$ cat config.mk
export PLATFORM = sky130hd
export DESIGN_NAME = jump_ctrl
export DESIGN_NICKNAME = d
export VERILOG_FILES = /design/src/rtl/jump_ctrl.sv
export SDC_FILE = /design/constraint.sdc
export NUM_CORES = 1
export LEC_CHECK = 0
export ABC_AREA = 0
export CAP_MARGIN = 20
export CORE_MARGIN = 2
export CORE_UTILIZATION = 45
export CTS_CLUSTER_DIAMETER = 100
export DETAILED_ROUTE_END_ITERATION = 8
export GPL_TIMING_DRIVEN = 1
export PLACE_DENSITY = 0.65
export SETUP_SLACK_MARGIN = 0.02
export SLEW_MARGIN = 10
export SYNTH_ARGS = -nofsm -noshare
export SYNTH_HDL_FRONTEND = slang
export SYNTH_SLANG_ARGS = --single-unit
$ cat constraint.sdc
create_clock -name sys_clk -period 2.3 [get_ports sys_clk]
set_input_delay 0.46 -clock sys_clk [delete_from_list [all_inputs] [get_ports sys_clk]]
set_output_delay 0.46 -clock sys_clk [all_outputs]
set_load 0.02 [all_outputs]
$ cat src/rtl/jump_ctrl.sv
// rtl/jump_ctrl.sv - button conditioner and jump-charge controller
// Sync + debounce raw buttons, walk direction, and hold-time to launch-power conversion.
module jump_ctrl #(
   parameter int DEBOUNCE_CYC   = 4,
   parameter int TICK_DIV       = 10,
   parameter int CHARGE_TICKS   = 2,
   parameter int MAX_POWER      = 15,
   parameter int LAUNCH_TIMEOUT = 4
) (
   input  logic       sys_clk,
   input  logic       sys_rst_n,
   input  logic       left_btn,
   input  logic       right_btn,
   input  logic       jump_btn,
   input  logic       on_ground,
   output logic [1:0] move_dir,
   output logic       jump_req,
   output logic [3:0] jump_power,
   output logic [1:0] jump_dir,
   output logic       charging
);

   localparam int DW = $clog2(DEBOUNCE_CYC + 1);
   localparam int TW = (TICK_DIV > 1) ? $clog2(TICK_DIV) : 1;
   localparam int SW = (CHARGE_TICKS > 1) ? $clog2(CHARGE_TICKS) : 1;
   localparam int OW = (LAUNCH_TIMEOUT > 1) ? $clog2(LAUNCH_TIMEOUT) : 1;

   typedef enum logic [1:0] {IDLE, CHARGE, RELEASE, AIR} state_t;

   // bit 0 = left, bit 1 = right, bit 2 = jump
   logic [2:0]    raw;
   logic [2:0]    sync1;
   logic [2:0]    sync2;
   logic [2:0]    db;
   logic [DW-1:0] db_cnt [3];

   assign raw = {jump_btn, right_btn, left_btn};

   always_ff @(posedge sys_clk or negedge sys_rst_n) begin
      if (!sys_rst_n) begin
         sync1 <= '0;
         sync2 <= '0;
         db    <= '0;
         for (int i = 0; i < 3; i++) db_cnt[i] <= '0;
      end else begin
         sync1 <= raw;
         sync2 <= sync1;
         for (int i = 0; i < 3; i++) begin
            if (sync2[i] == db[i]) begin
               db_cnt[i] <= '0;
            end else if (db_cnt[i] == DW'(DEBOUNCE_CYC - 1)) begin
               db[i]     <= ~db[i];
               db_cnt[i] <= '0;
            end else begin
               db_cnt[i] <= db_cnt[i] + DW'(1);
            end
         end
      end
   end

   logic [1:0] dec;
   assign dec = (db[0] && !db[1]) ? 2'b10 :
                (db[1] && !db[0]) ? 2'b01 : 2'b00;

   state_t        state, state_n;
   logic          jmp_prev;
   logic          rise, fall;
   logic [TW-1:0] tick_cnt;
   logic          tick, tick_clr;
   logic [SW-1:0] step, step_n;
   logic [OW-1:0] to_cnt, to_n;
   logic          seen_low, seen_n;
   logic [3:0]    power_n;
   logic [1:0]    dir_n, move_n;

   assign rise     = db[2] && !jmp_prev;
   assign fall     = !db[2] && jmp_prev;
   assign tick     = (tick_cnt == TW'(TICK_DIV - 1));
   assign jump_req = (state == RELEASE);
   assign charging = (state == CHARGE);

   always_ff @(posedge sys_clk or negedge sys_rst_n) begin
      if (!sys_rst_n) begin
         state      <= IDLE;
         jmp_prev   <= 1'b0;
         tick_cnt   <= '0;
         step       <= '0;
         to_cnt     <= '0;
         seen_low   <= 1'b0;
         jump_power <= 4'd0;
         jump_dir   <= 2'b00;
         move_dir   <= 2'b00;
      end else begin
         state      <= state_n;
         jmp_prev   <= db[2];
         tick_cnt   <= (tick_clr || tick) ? '0 : tick_cnt + TW'(1);
         step       <= step_n;
         to_cnt     <= to_n;
         seen_low   <= seen_n;
         jump_power <= power_n;
         jump_dir   <= dir_n;
         move_dir   <= move_n;
      end
   end

   always_comb begin
      state_n  = state;
      step_n   = step;
      to_n     = to_cnt;
      seen_n   = seen_low;
      power_n  = jump_power;
      dir_n    = jump_dir;
      move_n   = 2'b00;
      tick_clr = 1'b0;
      case (state)
         IDLE: begin
            move_n = on_ground ? dec : 2'b00;
            if (rise && on_ground) begin
               state_n  = CHARGE;
               power_n  = 4'd1;
               step_n   = '0;
               dir_n    = dec;
               tick_clr = 1'b1;
            end
         end
         CHARGE: begin
            dir_n = dec;
            if (tick) begin
               if (step == SW'(CHARGE_TICKS - 1)) begin
                  step_n = '0;
                  if (jump_power < 4'(MAX_POWER)) power_n = jump_power + 4'd1;
               end else begin
                  step_n = step + SW'(1);
               end
            end
            // losing the ground cancels the charge even if the button falls in the same cycle
            if (!on_ground) begin
               state_n = IDLE;
               power_n = 4'd0;
               dir_n   = 2'b00;
            end else if (fall) begin
               state_n = RELEASE;
            end
         end
         RELEASE: begin
            state_n = AIR;
            to_n    = '0;
            seen_n  = 1'b0;
         end
         AIR: begin
            if (seen_low) begin
               if (on_ground) state_n = IDLE;
            end else if (!on_ground) begin
               seen_n = 1'b1;
            end else if (tick) begin
               if (to_cnt == OW'(LAUNCH_TIMEOUT - 1)) state_n = IDLE;
               else to_n = to_cnt + OW'(1);
            end
         end
         default: state_n = IDLE;
      endcase
   end

endmodule

**Yosys cells after proc, flatten, opt, wreduce, memory -nomap -nowiden**

Cells that the tools add are included.

- Input bits: 6
- Bits in registers: 37

- $lt $le $gt $ge: 1
- Bitwise logic cells: 6
- $add $sub $neg: 7
- Reductions and logical operators: 21
- Equal/unequal tests: 23
- Mux-type cells: 42

Operators by type and width:

| kind | number |
|---|---|
| 2-to-1 mux 2 bit | 16 |
| 2-to-1 mux 4 bit | 6 |
| 2-to-1 mux 3 bit | 6 |
| AND reduction 5 bit | 3 |
| inequality test 3 x 2 -> 1 bit, second input constant | 4 |
| inequality test 2 bit, second input constant | 5 |
| adder 3 x 1 -> 3 bit, second input constant | 3 |
| == test 3 x 2 -> 1 bit, second input constant | 3 |
| adder 4 x 1 -> 4 bit, second input constant | 2 |
| 2-to-1 mux 1 bit | 8 |
| one-hot mux 2 bit (2 select lines) | 2 |
| one-hot mux 2 bit (4 select lines) | 1 |
| one-hot mux 4 bit (2 select lines) | 1 |
| AND reduction 2 bit | 4 |
| == test 2 bit, second input constant | 3 |
| inequality test 3 bit, second input constant | 2 |
| inverter 1 bit | 6 |
| logical AND 1 bit | 5 |
| == test 4 bit, second input constant | 1 |
| zero test 1 bit | 4 |
| < comparator 4 bit, second input constant | 1 |
| one-hot mux 1 bit (2 select lines) | 2 |
| nonzero test 2 bit | 2 |
| == test 1 bit | 3 |
| 7 further kinds | 7 |

**Longest topological paths before layout**

Gate-level depths: netlist (run 1).

- Depth after elaboration: 7
- Mapped depth: 7
- Depth with buffers taken out: 6

**Least setup slack after synthesis (run 1)**

Ideal clock, no wire load.

- Path kind: reg-to-reg
- From: register tick_cnt[1]
- To: register to_cnt[0]
- Period minus slack after synthesis: 1,704 ps
- Stages on the path, launching flop included: 7
- Slack: 596 ps
- Data required time: 2,179 ps
- Data arrival time: 1,583 ps
- Setup time: 121 ps
- Cell sequence: dfrtp_1 -> inv_1 -> ha_1 -> and3b_1 -> or4b_1 -> xnor2_1 -> a22o_1

- Longest elaborated chain between the ends: 3

Ends and longest elaborated chain:

| element | RTL line | text |
|---|---|---|
| start: declaration | 68 | `logic [TW-1:0] tick_cnt;` |
| start signal: assignment | 96 | `tick_cnt <= (tick_clr \|\| tick) ? '0 : tick_cnt + TW'(1);` |
| == test 4 bit | 78 | `assign tick = (tick_cnt == TW'(TICK_DIV - 1));` |
| inequality test 2 bit (no line) | - |  |
| AND reduction 5 bit (no line) | - |  |
| end signal: assignment | 98 | `to_cnt <= to_n;` |
| end: declaration | 71 | `logic [OW-1:0] to_cnt, to_n;` |

No other way between the ends.
A chain may end at the register's enable or synchronous reset.

==> flow_metrics.py, run 1 <==
metrics = {
    "power": {
        "p_int_mw": 1.31,
        "clkPwrFrac": 0.165,
        "power.density_nw_per_um2": 1120,
        "combPwrFrac": 0.342,
        "leakagePower_nw": 0.831,
        "p_seq_frac": 0.493,
        "p_sw_frac": 0.367,
        "peakVddDrop_mv": 0.533,
        "p_total_mw": 2.07,
        "switching_power_mw": 0.761,
    },
    "floorplanning": {
        "core_area_um2": 3360,
        "die_area_um2": 4010,
        "fp.dieH_um": 63.4,
        "rows": 21,
        "initial_core_util": 0.471,
        "die_x_um": 63.4,
        "pin_count": 16,
    },
    "flow_run": {
        "maxCapViolCount": 0,
    },
    "logic_synthesis": {
        "synthCells": 135,
        "synthAdderAreaFrac": 0.0552,
        "synth.area.mux_share": 0.0410,
        "synth-seq-cells": 37,
        "synthArstFlopShare": 1.00,
        "ys_types": 32,
        "syn-num-nets": 148,
        "yosysMostFrequentCell": "dfrtp_1",
        "ys.flop_type": "dfrtp_1",
        "yosysSeqAreaShare": 0.584,
        "synthXorXnorAreaFrac": 0.0331,
        "synth_edf_count": 0,
        "synth_compound_area_frac": 0.0813,
        "synthTopCellsByCount": "dfrtp_1 (37), nor2_1 (11), nand2_1 (8), ha_1 (7), nor2b_1 (7)",
        "synth-simple-area-share": 0.178,
        "synth_top_area_share": 0.584,
        "syn_avg_cell_area_um2": 11.7,
        "synth_top_family_by_area": "simple AND/OR/NAND/NOR gates",
        "synth_area_leader_cell": "dfrtp_1",
        "synth_area_um2": 1590,
        "yosys-top-cells-area": "dfrtp_1 (58%), ha_1 (5.5%), mux2_2 (2.8%), nor2b_1 (2.8%), xnor2_1 (2.8%)",
        "yosysWarnings": 0,
    },
    "worst_setup_path": {
        "slowest_delay_ns": 0.62,
        "critPathBufInv": 2,
        "arrival_ns": 1.63,
        "crit_type": "register to primary output",
        "cp-end-kind": "primary output",
        "cp.required_ns": 1.84,
        "cp_slowest_cell": "clkdlybuf4s50_1",
        "cp-start-kind": "register",
        "worstPathMaxFanout": 10,
        "critPathTopFamily": "buffers and inverters",
        "path_cells": "inv_2 -> nor2_1 -> clkdlybuf4s50_1",
    },
    "layout": {
        "fillers": 332,
        "fin_nets": 169,
        "final_cells": 203,
        "drive_gt1_frac": 0.121,
        "num_antenna_cells": 0,
        "area_delta_synth_final_pct": 16.5,
        "stdcell_area_um2": 1850,
    },
    "cts": {
        "clockRootBuffer": "clkbuf_4",
        "cts_hold_buf": 0,
        "clk-insertion-delay-late_ns": 0.34,
        "cts_setup_buffers": 0,
        "cts_sinks": 37,
        "htree_levels": 2,
        "cts_buffers": 5,
        "ctsResizeCount": 1,
        "clk_transition_reported_paths_ns": 0.11,
        "cts_tree": "yes",
        "cts_buffer_depth": 2,
    },
    "grt": {
        "grt_overflow": 0,
        "grt_pass1_vias": 1072,
        "grt_max_degree": 38,
        "grt_pass1_wl_mm": 4.73,
        "antenna_found_initial": 0,
        "globalRouteTotalUtil": 0.154,
    },
    "sta": {
        "setup_violations": 0,
        "hold_viol_final": 0,
        "grt_setup_unrepaired": "no",
        "fmax_ghz": 0.479,
        "fin_skew_ns": 0.0147,
        "fin_crit_ns": 2.09,
        "timing.hold.ws_ns": 0.361,
        "maxSlewViolCount": 0,
        "slew_headroom": 0.696,
        "setup-tns-final_ns": 0,
        "worstMarginPinSlew_ns": 0.456,
        "min_period_over_period": 0.909,
    },
    "detailed_routing": {
        "wire_per_inst_um": 12.4,
        "drtIter0Drc": 63,
        "vias": 1037,
        "drc": 0,
        "routed_via_density": 5.11,
        "drt_wl_total_mm": 2.51,
        "postRouteAntennaNets": 0,
        "drt_pass1_iterations": 4,
    },
    "placed_design": {
        "dp.cells": 195,
        "dpl.hpwl_mm": 1.81,
        "place.gp.congestion": 0.817,
        "placement.io_buffers": 15,
        "detailed_place.area_um2": 1790,
    },
    "outcome": {
        "status": "finished clean",
    },
    "worst_hold_path": {
        "hp-class": "register to register",
    },
}
power by group through the flow:
stage	clock network (mW)	logic, mW	registers (mW)
floorplan	0	0.547	0.994
CTS	0.361	0.721	1.02
global route	0.400	0.824	1.06
global placement	0	0.697	1.02
detailed placement	0	0.720	1.04
finish	0.342	0.708	1.02
state kept, by name (all words and copies together) (netlist names), named ones only:
signal,cells
seen_low,1
move_dir,2
jmp_prev,1
tick_cnt,4
db_cnt,9
jump_dir,2
sync1,3
step,1
jump_power,4
state,1
sync2,3
to_cnt,2
db,3
final timing paths:
| check | startpoint | end | slack, ns | depth (start not counted) |
|---|---|---|---|---|
| setup / recovery | register | jump_req | 0.21 | 3 |
| hold / removal | sync1[1]$_DFF_PN0_ | sync2[1]$_DFF_PN0_ | 0.36 | 0 |
| setup reg to reg | tick_cnt[1]$_DFF_PN0_ | to_cnt[0]$_DFFE_PN0P_ | 0.46 | 6 |
| hold reg to reg | sync1[1]$_DFF_PN0_ | sync2[1]$_DFF_PN0_ | 0.36 | 0 |
| max in group asynchronous | sys_rst_n | async pin | 1.41 | 2 |
| min in group asynchronous | sys_rst_n | db_cnt[7]$_DFF_PN0_ | 0.52 | 2 |
through the flow:
| step | worst slack, ns | util |
|---|---|---|
| 2_1_floorplan | 0.596 | - |
| 3_3_place_gp | 0.177 | 0.531 |
| 3_5_place_dp | 0.126 | 0.531 |
| 4_1_cts | 0.100 | 0.549 |
| 5_1_grt | 0.0768 | 0.549 |
| 6_report | 0.210 | 0.549 |
cells by family after synthesis:
logic type,count (synthesis)
AOI/OAI and AO/OA,19
buffers and inverters,9
DFF,37
adders and majority gates,7
xor gates and xnor gates,6
muxes,6
and+or+nand+nor,51
cell type report:
| type | count | area (µm²) | share of cell area |
|---|---|---|---|
| repair buffers | 17 | 164 | 0.0888 |
| multi-input cells | 89 | 616 | 0.333 |
| clock inverters | 3 | 22.5 | 0.0122 |
| clock buffers | 5 | 37.5 | 0.0203 |
| well taps | 46 | 57.6 | 0.0312 |
| flip-flops and latches | 37 | 927 | 0.502 |
| inverters | 6 | 22.5 | 0.0122 |
layer usage:
layer	track usage	part of all wire
met5	0	0
met3	0.0589	0.047
met1	0.195	0.47
met2	0.241	0.48
met4	0.0571	0.0076
cells in the final DEF (no fill, tap or decap), drive strengths merged, types with 5 or more instances in the layout:
cell type      Yosys  final
xnor2              5      5
ha                 7      7
inv                6      6
nand2              8      8
dfrtp             37     37
nor2              12     12
a21oi              5      5
nand3              6      6
clkbuf             0      5
nor2b              7      7
clkdlybuf4s50      0     14
nand2b             6      6
Power figures use the tool's default switching activity.
==> run 2: changes to the inputs <==
CTS_BUF_LIST = sky130_fd_sc_hd__clkbuf_8 sky130_fd_sc_hd__clkbuf_16   (was not set)
==> run 2 against run 1 <==
Effect of this change: critical endpoint unchanged; cell count unchanged; cell area up 1.8%; count of clock-buffer cells in the layout unchanged; worst setup slack worse by 0.015 ns.
==> flow_metrics.py, run 2 (synthesized netlist as in run 1, its figures left out) <==
metrics = {
    "outcome": {
        "status": "finished clean",
    },
    "worst_setup_path": {
        "critPathBufInv": 2,
        "cp-start-kind": "register",
        "path_cells": "inv_2 -> nor2_1 -> clkdlybuf4s50_1",
        "crit_type": "register to primary output",
        "cp.required_ns": 1.84,
        "slowest_delay_ns": 0.62,
        "cp-end-kind": "primary output",
        "arrival_ns": 1.64,
        "worst-r2r-cell-count": 6,
        "r2r_setup_slack_ns": 0.46,
        "r2r_start": "tick_cnt[1]$_DFF_PN0_",
        "cp_slowest_cell": "clkdlybuf4s50_1",
        "r2r-end": "to_cnt[0]$_DFFE_PN0P_",
        "worstPathMaxFanout": 10,
        "critPathTopFamily": "buffers and inverters",
    },
    "worst_hold_path": {
        "hp-start": "sync1[1]$_DFF_PN0_",
        "min_to": "sync2[1]$_DFF_PN0_",
        "hold_depth": 0,
        "hp-class": "register to register",
    },
    "power": {
        "peakVddDrop_mv": 0.751,
        "p_sw_frac": 0.355,
        "clkPwrFrac": 0.205,
        "leakagePower_nw": 0.856,
        "p_seq_frac": 0.468,
        "p_int_mw": 1.41,
        "switching_power_mw": 0.773,
        "combPwrFrac": 0.327,
        "p_total_mw": 2.18,
        "power.density_nw_per_um2": 1160,
    },
    "detailed_routing": {
        "drt_pass1_iterations": 4,
        "postRouteAntennaNets": 0,
        "drt_wl_total_mm": 2.52,
        "drc": 0,
        "wire_per_inst_um": 12.4,
        "routed_via_density": 5.12,
        "vias": 1040,
        "drtIter0Drc": 24,
    },
    "grt": {
        "grt_pass1_vias": 1060,
        "globalRouteTotalUtil": 0.149,
        "antenna_found_initial": 0,
        "grt_max_degree": 38,
        "grt_pass1_wl_mm": 4.69,
        "grt_overflow": 0,
    },
    "sta": {
        "setup_violations": 0,
        "fin_crit_ns": 2.10,
        "grt_setup_unrepaired": "no",
        "worstMarginPinSlew_ns": 0.458,
        "hold_viol_final": 0,
        "slew_headroom": 0.695,
        "fin_skew_ns": 0.0115,
        "fmax_ghz": 0.475,
        "setup_slack_ns": 0.195,
        "setup-tns-final_ns": 0,
        "maxSlewViolCount": 0,
        "min_period_over_period": 0.915,
    },
    "cts": {
        "clockRootBuffer": "clkbuf_8",
        "cts_buffers": 5,
        "clk-insertion-delay-late_ns": 0.28,
        "cts_setup_buffers": 0,
        "cts_sinks": 37,
        "htree_levels": 2,
        "cts_tree": "yes",
        "cts_buffer_depth": 2,
        "clk_transition_reported_paths_ns": 0.07,
    },
    "floorplanning": {
        "core_area_um2": 3360,
        "initial_core_util": 0.471,
        "fp.dieH_um": 63.4,
        "pin_count": 16,
        "die_area_um2": 4010,
        "die_x_um": 63.4,
        "rows": 21,
    },
    "placed_design": {
        "placement.io_buffers": 15,
        "dpl.hpwl_mm": 1.81,
        "pre_cts_ws_ns": 0.126,
        "dp.cells": 195,
        "place.gp.congestion": 0.817,
    },
    "layout": {
        "drive_gt1_frac": 0.115,
        "top_regs": "db_cnt x9, jump_power x4, tick_cnt x4",
        "area_delta_synth_final_pct": 18.6,
        "fin_nets": 169,
        "top_register": "db_cnt",
        "final_cell_mix": "dfrtp_1 (37), clkdlybuf4s50_1 (14), nor2_1 (11)",
        "final_common_cell": "dfrtp_1",
        "num_antenna_cells": 0,
        "utilization": 0.559,
        "final_cells": 203,
        "largest_reg_flops": 9,
    },
    "flow_run": {
        "maxCapViolCount": 0,
    },
}
-- run 2: power by group through the flow --
stage               Combinational (mW)  Sequential [mW]  Clock, mW
floorplan                        0.547            0.994          0
global placement                 0.697             1.02          0
detailed placement               0.720             1.04          0
CTS                              0.729             1.02      0.462
global route                     0.829             1.06      0.492
finish                           0.713             1.02      0.446
-- run 2: cell type report --
type | count | area [µm²]
well taps | 46 | 57.6
clock buffers | 5 | 68.8
clock inverters | 3 | 22.5
multi-input cells | 89 | 616
inverters | 6 | 22.5
repair buffers | 17 | 168
fillers | 329 | 1480
flip-flops and latches | 37 | 926
-- run 2: worst max-delay path by stage --
| stage | to | cells past startpoint | from |
|---|---|---|---|
| 2_1_floorplan | to_cnt[0]$_DFFE_PN0P_ | 6 | tick_cnt[1]$_DFF_PN0_ |
| 3_3_place_gp | to_cnt[0]$_DFFE_PN0P_ | 5 | on_ground |
| 3_5_place_dp | to_cnt[0]$_DFFE_PN0P_ | 5 | on_ground |
| 4_1_cts | charging | 4 | register |
| 5_1_grt | jump_req | 3 | register |
| 6_report | jump_req | 3 | register |
-- run 2: worst reg2reg max path, delay by kind of cell (launching register included) --
kind	cells	cell delay, ns
compound gates	1	0.19
buf+inv	1	0.06
fa+ha+maj	1	0.15
simple gates	2	0.79
xor+xnor	1	0.15
flops	1	0.40
-- run 2: routing by layer --
layer / track usage / routed length [µm] / up-vias
met5: 0 / 0 / -
met4: 0.0571 / 17 / 0
met3: 0.0321 / 109 / 2
met2: 0.243 / 1220 / 22
met1: 0.194 / 1170 / 512
li1: - / - / 504
-- run 2: timing repair --
item	4_1_cts	5_1_grt
resized for setup	0	1
hold buffers	0	0
endpoints found under the setup margin	0	1
-- run 2: metrics by stage --
stage / area [µm²] / hold WS [ns]
detailed placement: 1790 / 0.335
floorplan: 1590 / 0.164
global placement: 1790 / 0.332
CTS: 1880 / 0.352
global route: 1880 / 0.356
finish: 1880 / 0.350
